## config.mk

```make
export PLATFORM = sky130hd
export DESIGN_NAME = imm_gen_arbiter
export DESIGN_NICKNAME = d
export VERILOG_FILES = /design/src/rtl/imm_gen_arbiter.sv
export SDC_FILE = /design/constraint.sdc
export NUM_CORES = 1
export LEC_CHECK = 0
export ABC_AREA = 1
export BUFFER_PORTS_ARGS = -buffer_cell sky130_fd_sc_hd__buf_2
export CORE_UTILIZATION = 25
export DETAILED_ROUTE_END_ITERATION = 16
export PLACE_DENSITY = 0.53
export SETUP_SLACK_MARGIN = 0.2
export SLEW_MARGIN = 20
export SYNTH_ARGS = -nofsm -noshare
export SYNTH_HDL_FRONTEND = slang
export SYNTH_SLANG_ARGS = --single-unit
```

## constraint.sdc

```tcl
create_clock -name clk -period 4.46 [get_ports clk]
set_input_delay 0.223 -clock clk [delete_from_list [all_inputs] [get_ports clk]]
set_output_delay 0.223 -clock clk [all_outputs]
set_load 0.03 [all_outputs]
```

## src/rtl/imm_gen_arbiter.sv

```systemverilog
// rtl/imm_gen_arbiter.sv - two-requester round-robin arbiter feeding one shared RV32I immediate generator
//
// Purpose: two requesters present raw RV32I instructions with an opaque tag.
// One requester is granted per cycle. Its instruction is decoded by a single
// shared immediate extractor. The immediate, the requester index and the tag
// are captured in a one-entry result register with a valid/ready handshake.
//
// Ports:
//   clk, rst_n              clock, asynchronous active-low reset
//   req0_valid/ready/instr/tag  requester 0 handshake, instruction, tag
//   req1_valid/ready/instr/tag  requester 1 handshake, instruction, tag
//   out_valid/out_ready     result handshake
//   out_imm, out_src, out_tag   generated immediate, granted requester, its tag
module imm_gen_arbiter #(
  parameter int INSTRUCTION_SIZE = 32,
  parameter int TAG_W            = 4
) (
  input  logic                        clk,
  input  logic                        rst_n,
  input  logic                        req0_valid,
  output logic                        req0_ready,
  input  logic [INSTRUCTION_SIZE-1:0] req0_instr,
  input  logic [TAG_W-1:0]            req0_tag,
  input  logic                        req1_valid,
  output logic                        req1_ready,
  input  logic [INSTRUCTION_SIZE-1:0] req1_instr,
  input  logic [TAG_W-1:0]            req1_tag,
  output logic                        out_valid,
  input  logic                        out_ready,
  output logic [INSTRUCTION_SIZE-1:0] out_imm,
  output logic                        out_src,
  output logic [TAG_W-1:0]            out_tag
);

  localparam logic [0:0] ST_EMPTY = 1'b0;
  localparam logic [0:0] ST_FULL  = 1'b1;

  localparam logic [6:0] OP_LOAD   = 7'b0000011;
  localparam logic [6:0] OP_JALR   = 7'b1100111;
  localparam logic [6:0] OP_IMM    = 7'b0010011;
  localparam logic [6:0] OP_STORE  = 7'b0100011;
  localparam logic [6:0] OP_BRANCH = 7'b1100011;
  localparam logic [6:0] OP_JAL    = 7'b1101111;
  localparam logic [6:0] OP_LUI    = 7'b0110111;
  localparam logic [6:0] OP_AUIPC  = 7'b0010111;

  logic [0:0]                  state;
  logic                        rr;
  logic [INSTRUCTION_SIZE-1:0] imm_q;
  logic                        src_q;
  logic [TAG_W-1:0]            tag_q;

  logic                        can_load;
  logic                        any_req;
  logic                        grant;
  logic                        xfer;
  logic [INSTRUCTION_SIZE-1:0] sel_instr;
  logic [INSTRUCTION_SIZE-1:0] imm_d;

  // Grant depends only on the valids and rr, so the readys never see instr/tag.
  // rst_n gates the readys so that no requester is told it was accepted while
  // the register is being held in reset.
  always_comb begin
    can_load   = (state == ST_EMPTY) || out_ready;
    any_req    = req0_valid || req1_valid;
    grant      = (req0_valid && req1_valid) ? rr : req1_valid;
    xfer       = rst_n && can_load && any_req;
    req0_ready = xfer && !grant;
    req1_ready = xfer && grant;
    sel_instr  = grant ? req1_instr : req0_instr;
  end

  // Shared immediate extractor: only the granted instruction is decoded.
  always_comb begin
    imm_d = '0;
    case (sel_instr[6:0])
      OP_LOAD, OP_JALR:
        imm_d = {{20{sel_instr[31]}}, sel_instr[31:20]};
      OP_IMM:
        // slli/srli/srai carry a 5-bit shift amount, not a signed immediate
        if (sel_instr[14:12] == 3'b001 || sel_instr[14:12] == 3'b101)
          imm_d = {27'b0, sel_instr[24:20]};
        else
          imm_d = {{20{sel_instr[31]}}, sel_instr[31:20]};
      OP_STORE:
        imm_d = {{20{sel_instr[31]}}, sel_instr[31:25], sel_instr[11:7]};
      OP_BRANCH:
        imm_d = {{19{sel_instr[31]}}, sel_instr[31], sel_instr[7],
                 sel_instr[30:25], sel_instr[11:8], 1'b0};
      OP_JAL:
        imm_d = {{11{sel_instr[31]}}, sel_instr[31], sel_instr[19:12],
                 sel_instr[20], sel_instr[30:21], 1'b0};
      OP_LUI, OP_AUIPC:
        imm_d = {sel_instr[31:12], 12'b0};
      default:
        imm_d = '0;
    endcase
  end

  // Result stage. A load while FULL with out_ready=1 replaces the result
  // in place, so back-to-back transfers give one result per cycle.
  always_ff @(posedge clk or negedge rst_n) begin
    if (!rst_n) begin
      state <= ST_EMPTY;
      rr    <= 1'b0;
      imm_q <= '0;
      src_q <= 1'b0;
      tag_q <= '0;
    end else if (xfer) begin
      state <= ST_FULL;
      imm_q <= imm_d;
      src_q <= grant;
      tag_q <= grant ? req1_tag : req0_tag;
      rr    <= ~grant;
    end else if (out_ready) begin
      state <= ST_EMPTY;
    end
  end

  assign out_valid = (state == ST_FULL);
  assign out_imm   = imm_q;
  assign out_src   = src_q;
  assign out_tag   = tag_q;

endmodule

```

==> impl_metrics.json, run 1 <==
{
  "fillCellCount": 1279,
  "synth_ff_type": "dfrtp_1",
  "finClkSkew_ns": 0.00449,
  "cpMaxStageDelayCell": "nor2_4",
  "place_congestion": 0.795,
  "fp.dieH_um": 112,
  "rsz0062_at_grt": "false",
  "cts_resized": 0,
  "worst_slew_pin_slew_ns": 0.881,
  "startpoint_type": "flop",
  "synth_nets": 546,
  "maxCapViolations": 0,
  "r2r_start": "rr",
  "ff2ff_setup_slack_ns": 1.80,
  "cts_root_buf": "clkbuf_16",
  "cts_setup_buffers": 0,
  "p_per_area_nw_per_um2": 270,
  "vias": 3291,
  "cts.path.max_buffers": 2,
  "irDropWorstVdd_uv": 130,
  "clock_latency_ns": 0.28,
  "synthArstFlopShare_pct": 100,
  "start_util_pct": 26.1,
  "dieArea_um2": 12500,
  "place_inst": 705,
  "drtIter0Drc": 218,
  "timing.rr.end": "out_imm[18]",
  "antenna_found_initial": 0,
  "timing.slew.headroom_pct": 41.1,
  "diodes": 0,
  "ys_seq_elements": 39,
  "cts_hold_buf": 0,
  "dr.pass1.iters": 11,
  "syn_to_final_growth_pct": 25.5,
  "fin_util_pct": 32.7,
  "nets": 646,
  "p_leak_nw": 2.34,
  "setup_violations": 0,
  "timing.final.crit_share_pct": 59.6,
  "cts_sinks": 39,
  "hold_violations": 0,
  "slew_violations": 0,
  "grt_pass1_wl_um": 15300,
  "crit_fanout": 46,
  "critPathCapture": "out_imm[18]",
  "gr-total-overflow": 0,
  "arrival_ns": 2.88,
  "cp-startpoint": "rr",
  "worstPathRequired_ns": 4.69,
  "synth.largest_area_cell": "dfrtp_1",
  "dp_hpwl_um": 7010,
  "grt_max_degree": 47,
  "endpoint_kind": "flop",
  "ys_types": 25,
  "placeableCoreArea_um2": 11600,
  "cpPeakStageDelay_ns": 0.52,
  "grtUsageTotal_pct": 15.2,
  "synth_area_leaders": "dfrtp_1, nand2_1, nand3_1, inv_1, o21ai_0",
  "drt-wirelength-per-cell_um": 13.1,
  "layout-drive-gt1-share_pct": 27.7,
  "syn_inst": 469,
  "rows": 39,
  "grt_pass1_vias": 3058,
  "post-synth-top-area-fraction_pct": 32.4,
  "synth_edf_count": 0,
  "via_per_inst": 4.62,
  "numCtsBuffers": 5,
  "portBuffers": 116,
  "violations": "DRC",
  "path_class": "reg2reg",
  "yosys_warnings": 0,
  "crit_chain": "inv_2, nand2_4, nand2_8, nand2_1, nand2_2, nand2_2, nor2_4, nand3_2, nand3_1, o21ai_0, nand2_1",
  "tns_ns": 0,
  "hold_class": "in2async",
  "period_needed_ns": 2.66,
  "synth_area_um2": 3010,
  "drcViolationCount": 7,
  "instances_no_fill": 713,
  "cts_tree": "built",
  "totalWireLength_um": 9370,
  "seq_area_frac_synth_pct": 32.4,
  "h-tree-depth": 2,
  "drtAntennaViolNets": 0,
  "status": "complete, but fails checks",
  "max_freq_ghz": 0.376,
  "fp.dieW_um": 112,
  "io_pins": 117,
  "cts.clk_slew.worst_paths_ns": 0.06,
  "r2r_cells": 11,
  "syn_avg_cell_area_um2": 6.42
}
==> kinds of logic (layout without fill, tap and decap cells) <==
kind of cell           count (synthesis)  after routing  share of synthesized area, %
AND/OR/NAND/NOR                      307            307                          47.1
buffers and inverters                 71            172                          10.9
AO/OA/AOI/OAI                         50             50                          9.01
flip-flops                            39             39                          32.4
multiplexers                           2              2                         0.664
==> state kept, by name, summed over array words and instances, names as in the netlist <==
register and count:
out_imm 32, out_tag 4, out_src 1, out_valid 1, rr 1
==> metal layers <==
metal | vias to the layer above | wire length [µm] | track usage, %
li1 | 1701 | - | -
met1 | 1463 | 4400 | 21.1
met2 | 122 | 4360 | 25.0
met3 | 5 | 519 | 1.91
met4 | 0 | 94 | 3.78
met5 | - | 0 | 0
==> area by class of cell <==
type                            instances  area, µm²  area share (%)
Sequential cell                        39        976            25.8
Clock inverter                          1       5.00           0.132
Multi-Input combinational cell        359       1710            45.3
Inverter                               44        165            4.37
Timing Repair Buffer                  120        611            16.2
Tap cell                              143        179            4.73
Clock buffer                            7        133            3.51
==> metrics by stage <==
| step | setup WS (ns) | power [W] | hold slack (ns) | area, µm² |
|---|---|---|---|---|
| after floorplan | 2.65 | 0.000590 | -0.0726 | 3010 |
| after global placement | 1.89 | 0.000686 | 0.315 | 3640 |
| after detailed placement | 1.82 | 0.000689 | 0.316 | 3640 |
| after CTS | 1.80 | 0.00103 | 0.0222 | 3780 |
| after global routing | 1.49 | 0.00107 | 0.0478 | 3780 |
| final | 1.80 | 0.00102 | 0.000895 | 3780 |
==> where the power goes <==
group | internal [W] | switching, W
combinational | 0.0000861 | 0.000206
clock | 0.000207 | 0.000134
sequential | 0.000375 | 0.0000114
total | 0.000668 | 0.000352
==> layout by cell type (no fill, tap or decap) <==
| master | netlist | routed |
|---|---|---|
| a21oi_1 | 4 | 4 |
| nand3_1 | 90 | 90 |
| clkinv_2 | 0 | 1 |
| dfrtp_1 | 39 | 39 |
| o21a_4 | 1 | 1 |
| nor2_2 | 0 | 1 |
| inv_2 | 4 | 4 |
| nand2_8 | 1 | 1 |
| nand3_2 | 1 | 1 |
| nand4_1 | 6 | 6 |
| buf_4 | 4 | 4 |
| nor2_1 | 14 | 13 |
| o21ai_1 | 19 | 19 |
| clkbuf_16 | 0 | 5 |
| clkbuf_1 | 6 | 2 |
| nand2_1 | 171 | 171 |
| mux2i_1 | 2 | 2 |
| o21ai_0 | 25 | 25 |
| or2_2 | 3 | 3 |
| o21ai_4 | 1 | 1 |
| nand2_4 | 4 | 4 |
| inv_1 | 40 | 40 |
| nand3b_1 | 1 | 1 |
| nor2_8 | 1 | 1 |
| nor2_4 | 4 | 4 |
| buf_2 | 13 | 116 |
| nand2_2 | 11 | 11 |
==> worst min-delay path by stage <==
stage               depth (start not counted)  slack (ns)  startpoint           to
floorplan                                   0       -0.07       rst_n   out_imm[0]
global placement                            2        0.32       rst_n  out_imm[24]
detailed placement                          2        0.32       rst_n  out_imm[26]
CTS                                         2        0.02       rst_n   out_tag[2]
global route                                2        0.05       rst_n   out_tag[2]
finish                                      2      0.0009       rst_n  out_imm[23]
==> worst max-delay path, delay by kind of cell, from the launching register on <==
family | cells | cell delay (ns)
AND/OR/NAND/NOR | 9 | 2.01
flip-flops | 1 | 0.37
buffers and inverters | 1 | 0.08
AO/OA/AOI/OAI | 1 | 0.13
==> synth_stat cells, types with 3 or more instances <==
cell type and count:
a21oi_1 4, buf_2 13, nor2_4 4, o21ai_0 25, buf_4 4, nand3_1 90, or2_2 3, o21ai_1 19
clkbuf_1 6, nor2_1 14, dfrtp_1 39, nand2_2 11, nand2_1 171, inv_1 40, buf_6 4, nand2_4 4
inv_2 4, nand4_1 6
Power figures use the tool's default switching activity.
==> inputs of run 2 (changes only) <==
ABC_AREA = 0   (was 1)
PLACE_DENSITY = 0.56   (was 0.53)
clock period = 2.28 ns   (was 4.46 ns; I/O delays follow)
==> run 2 against run 1 <==
The run now ends clean; sequential power is 87% higher; largest cell class unchanged; critical path type is now in2out; clock power rose by 35%; first-iteration DRC count shrank 57%; via count decreased by 22%; critical endpoint is now req1_ready.
==> impl_metrics.json, run 2 <==
{
  "status": "finished clean",
  "swShare_pct": 31.6,
  "grtUsageTotal_pct": 14.9,
  "gr-total-overflow": 0,
  "largest_reg_flops": 32,
  "grt_pass1_vias": 2356,
  "synth_commonest_cells": "a21oi_1, dfrtp_1, nand2_1",
  "irDropWorstVdd_uv": 248,
  "endpoint_kind": "output port",
  "finClkSkew_ns": 0.00734,
  "cts.clk_slew.worst_paths_ns": 0.08,
  "p_per_area_nw_per_um2": 475,
  "synth_area_um2": 2530,
  "fin_util_pct": 34.6,
  "hold_class": "in2reg",
  "worstPathRequired_ns": 2.17,
  "numCtsBuffers": 5,
  "io_pins": 117,
  "synth_edf_count": 0,
  "grt_max_degree": 40,
  "timing.final.crit_share_pct": 86.6,
  "internal-power_w": 0.00110,
  "period_needed_ns": 1.97,
  "antenna_found_initial": 0,
  "drtAntennaViolNets": 0,
  "layout_common_cells": "buf_2, a21oi_1, dfrtp_1",
  "arrival_ns": 1.86,
  "layout-drive-gt1-share_pct": 43.0,
  "max_freq_ghz": 0.506,
  "cts_sinks": 39,
  "ys_types": 53,
  "post-synth-top-count-cell": "a21oi_1",
  "h-tree-depth": 2,
  "timing.slew.headroom_pct": 67.0,
  "synth_ff_type": "dfrtp_1",
  "syn_avg_cell_area_um2": 9.31,
  "drcViolationCount": 0,
  "via_per_inst": 4.86,
  "totalWireLength_um": 7990,
  "dieArea_um2": 10500,
  "drtIter0Drc": 93,
  "syn_inst": 272,
  "fp.dieH_um": 103,
  "p_leak_nw": 1.65,
  "start_util_pct": 25.9,
  "dr.pass1.iters": 4,
  "path_class": "in2out",
  "drt-wirelength-per-cell_um": 15.2,
  "tns_ns": 0,
  "syn_to_final_growth_pct": 33.6,
  "crit_fanout": 16,
  "rows": 36,
  "post-synth-top-area-fraction_pct": 38.5,
  "seq_area_frac_synth_pct": 38.5,
  "switchingPower_w": 0.000508,
  "yosys_warnings": 0,
  "slew_violations": 0,
  "pwr-share-seq_pct": 45.1,
  "p_comb_share_pct": 26.3,
  "grt_pass1_wl_um": 12000,
  "place_congestion": 0.853,
  "final_common_cell": "buf_2",
  "worst_slew_pin_slew_ns": 0.495,
  "p_total_w": 0.00161,
  "synth.largest_area_cell": "dfrtp_1",
  "ys_seq_elements": 39,
  "synthArstFlopShare_pct": 100,
  "fp.dieW_um": 103,
  "diodes": 0,
  "nets": 469,
  "startpoint_type": "input port",
  "vias": 2558,
  "synth_area_leaders": "dfrtp_1, a21oi_1, mux2i_1, nand2_1, a2bb2oi_1",
  "cts.path.max_buffers": 2,
  "cts_tree": "built",
  "rsz0062_at_grt": "false",
  "portBuffers": 116,
  "placeableCoreArea_um2": 9770,
  "place_inst": 516,
  "setup_violations": 0,
  "maxCapViolations": 0,
  "synth_nets": 349,
  "cts_root_buf": "clkbuf_8",
  "clock_latency_ns": 0.29,
  "dp_hpwl_um": 6130,
  "hold_violations": 0,
  "instances_no_fill": 526,
  "clkPwrFrac_pct": 28.7
}
==> run 2: stage by stage <==
stage	instance area [µm²]	hold slack, ns	worst slack [ns]
3_3_place_gp	3250	0.224	0.0901
3_5_place_dp	3250	0.229	0.0273
2_1_floorplan	2530	-0.182	0.390
6_report	3380	0.0781	0.305
4_1_cts	3350	0.0713	0.240
5_1_grt	3380	0.0705	0.206
==> run 2: area by class of cell <==
class / count / area (µm²)
clock buffer: 5 / 68.8
tap: 133 / 166
multi-input combinational: 212 / 1430
timing repair buffer: 131 / 712
fill: 1031 / 6390
sequential: 39 / 976
clock inverter: 3 / 20.0
inverter: 3 / 11.3
==> run 2: final timing paths <==
kind	from	to	slack, ns	depth (start not counted)
worst max-delay path	rst_n	req1_ready	0.31	6
worst min-delay path	out_ready	out_valid	0.08	3
worst max register to register	rr	out_imm[0]	0.31	7
worst min register to register	out_src	out_src	0.47	1
max in group asynchronous	rst_n	out_imm[31]	1.49	3
min in group asynchronous	rst_n	out_valid	0.44	3
==> run 2: power groups by stage <==
stage / Clock [W] / Sequential, W / Combinational [W]
finish: 0.000461 / 0.000724 / 0.000422
CTS: 0.000484 / 0.000725 / 0.000422
global route: 0.000515 / 0.000728 / 0.000462
global placement: 0 / 0.000738 / 0.000416
floorplan: 0 / 0.000779 / 0.000213
detailed placement: 0 / 0.000738 / 0.000419
==> run 2: repair_timing <==
item	4_1_cts	5_1_grt
endpoints found under the setup margin	11	20
gates cloned	0	0
hold buffers	1	0
buffers inserted	0	1
pin swaps	0	2
resized for setup	1	4
hold endpoints to repair	39	0
==> run 2: cells by family (layout without fill, tap and decap cells) <==
family          Yosys count  count (layout)  synth area share [%]
buf+inv                  21             142                  5.93
compound gates          114             114                  29.3
mux                      26              26                  10.6
flops                    39              39                  38.5
xor+xnor                  2               2                 0.692
simple gates             70              70                  14.9
==> run 2: routing by layer <==
metal  GRT usage, %  routed length [µm]  vias to the layer above
met5              0                   0                        -
met4           4.07                 108                        0
met3           2.92                 420                        8
met2           25.1                3870                       95
met1           19.5                3590                     1201
li1               -                   -                     1254
==> run 2: worst max-delay path: stages <==
cell and delay [ns]:
dlygate4sd3_1 0.53, buf_2 0.11, o21ai_0 0.09, or2b_2 0.46
nor2_1 0.30, buf_2 0.26
==> inputs of run 3 (changes only) <==
BUFFER_PORTS_ARGS = unset   (was -buffer_cell sky130_fd_sc_hd__buf_2)
CORE_ASPECT_RATIO = 1.5   (was unset)
DONT_BUFFER_PORTS = 1   (was unset)
PLACE_DENSITY = 0.46   (was 0.56)
==> run 3 against run 2 <==
The flow now finishes with violations (DRC); critical endpoint is now out_imm[21]; utilization down 5.0 points; via count down 16%; final cell count fell by 25%; fmax increased by 0.58%; count of clock-buffer cells in the layout is 1 higher.
==> impl_metrics.json, run 3 (synthesis results as in run 2) <==
{
  "fp.dieH_um": 125,
  "place_ws_ns": 0.0667,
  "worst_slew_pin_slew_ns": 0.611,
  "portBuffers": 0,
  "clkPwrFrac_pct": 39.9,
  "ff2ff_setup_slack_ns": 0.32,
  "tns_ns": 0,
  "pwr-share-seq_pct": 43.4,
  "critPathTopFamily": "compound AO/OA/AOI/OAI gates",
  "p_leak_nw": 1.20,
  "layout-drive-gt1-share_pct": 19.6,
  "grt_max_degree": 54,
  "placeableCoreArea_um2": 9740,
  "swShare_pct": 28.3,
  "arrival_ns": 2.10,
  "hold_violations": 0,
  "max_freq_ghz": 0.509,
  "dpl_cell_area_um2": 2670,
  "rows": 44,
  "fillCellCount": 1035,
  "totalWireLength_um": 8080,
  "place_congestion": 0.865,
  "period_needed_ns": 1.96,
  "drcViolationCount": 12,
  "dieArea_um2": 10500,
  "irDropWorstVdd_uv": 267,
  "worstPathRequired_ns": 2.42,
  "internal-power_w": 0.00127,
  "via_per_inst": 5.47,
  "status": "complete, but fails checks",
  "setup_violations": 0,
  "start_util_pct": 26.0,
  "diodes": 0,
  "layout_common_cells": "a21oi_1, dfrtp_1, nand2_1",
  "hold_class": "in2reg",
  "endpoint_kind": "flop",
  "clock_latency_ns": 0.28,
  "grt_pass1_vias": 2241,
  "grt_pass1_wl_um": 12800,
  "vias": 2161,
  "cts.path.max_buffers": 2,
  "crit_fanout": 11,
  "timing.final.crit_share_pct": 86.1,
  "numCtsBuffers": 5,
  "syn_to_final_growth_pct": 14.0,
  "cpMaxStageDelayCell": "o21ai_2",
  "startpoint_type": "flop",
  "timing.critical_path.buf_inv": 0,
  "cts_sinks": 39,
  "maxCapViolations": 0,
  "dp_hpwl_um": 5900,
  "final_common_cell": "a21oi_1",
  "switchingPower_w": 0.000499,
  "drtAntennaViolNets": 0,
  "path_class": "reg2reg",
  "cpPeakStageDelay_ns": 0.53,
  "antenna_found_initial": 0,
  "io_pins": 117,
  "timing.slew.headroom_pct": 59.3,
  "drt-wirelength-per-cell_um": 20.5,
  "cts.clk_slew.worst_paths_ns": 0.06,
  "slew_violations": 0,
  "finClkSkew_ns": 0.00717,
  "crit_chain": "nand2b_4, and3_4, a22oi_1, o211ai_1, o21ai_2, a21oi_1",
  "layout_setup_ws_ns": 0.317,
  "h-tree-depth": 2,
  "dr.pass1.iters": 11,
  "p_per_area_nw_per_um2": 611,
  "rsz0062_at_grt": "false",
  "drtIter0Drc": 119,
  "largest_reg_flops": 32,
  "violations": "DRC",
  "hold_slack_ns": 0.0217,
  "finalInstanceArea_um2": 2890,
  "p_comb_share_pct": 16.7,
  "fp.dieW_um": 84.2,
  "cts_setup_buffers": 0,
  "cts_root_buf": "clkbuf_16",
  "gr-total-overflow": 0,
  "cts_tree": "built",
  "grtUsageTotal_pct": 15.9,
  "nets": 357
}
run 3: cell types whose count changed in the layout (fill, tap and decap cells not counted), sizes merged:
cell         change
clkinvlp         -2
buf            -113
dlygate4sd3      +1
clkbuf           +1
run 3: area by class of cell:
| type | count | area (µm²) | area share (%) |
|---|---|---|---|
| Clock buffer | 6 | 139 | 4.81 |
| Clock inverter | 1 | 5.00 | 0.173 |
| Inverter | 3 | 11.3 | 0.390 |
| Multi-Input combinational cell | 212 | 1420 | 49.2 |
| Sequential cell | 39 | 976 | 33.8 |
| Tap cell | 115 | 144 | 4.98 |
| Timing Repair Buffer | 19 | 191 | 6.63 |
run 3: timing repair:
item / CTS / global route
pin swaps: 0 / 0
setup endpoints to repair: 15 / 30
hold buffers: 3 / 0
gates resized for setup: 2 / 4
endpoints found under the hold margin: 40 / 0
run 3: stage by stage:
step                util (%)  total power, W  cells
global placement        27.4         0.00105    385
finish                  29.6         0.00177    395
floorplan                  -        0.000992    272
CTS                     29.5         0.00180    395
global route            29.6         0.00186    395
detailed placement      27.4         0.00105    385
run 3: power groups by stage:
stage	clock network [W]	logic [W]	registers [W]
global route	0.000761	0.000328	0.000769
floorplan	0	0.000213	0.000779
detailed placement	0	0.000271	0.000780
global placement	0	0.000269	0.000779
finish	0.000704	0.000296	0.000766
CTS	0.000735	0.000298	0.000767
run 3: worst paths after layout:
kind | from | end | depth (start not counted)
hold / removal | req0_valid | out_valid | 2
setup reg to reg | rr | out_imm[21] | 6
max in group asynchronous | rst_n | out_tag[1] | 2
min in group asynchronous | rst_n | out_imm[21] | 2
setup / recovery | rr | out_imm[21] | 6
hold reg to reg | rr | rr | 2
run 3: layer usage:
metal / wire (µm) / global-route usage [%]
met5: 0 / 0
met4: 114 / 5.17
met1: 3140 / 18.6
met2: 4270 / 28.1
met3: 557 / 4.22
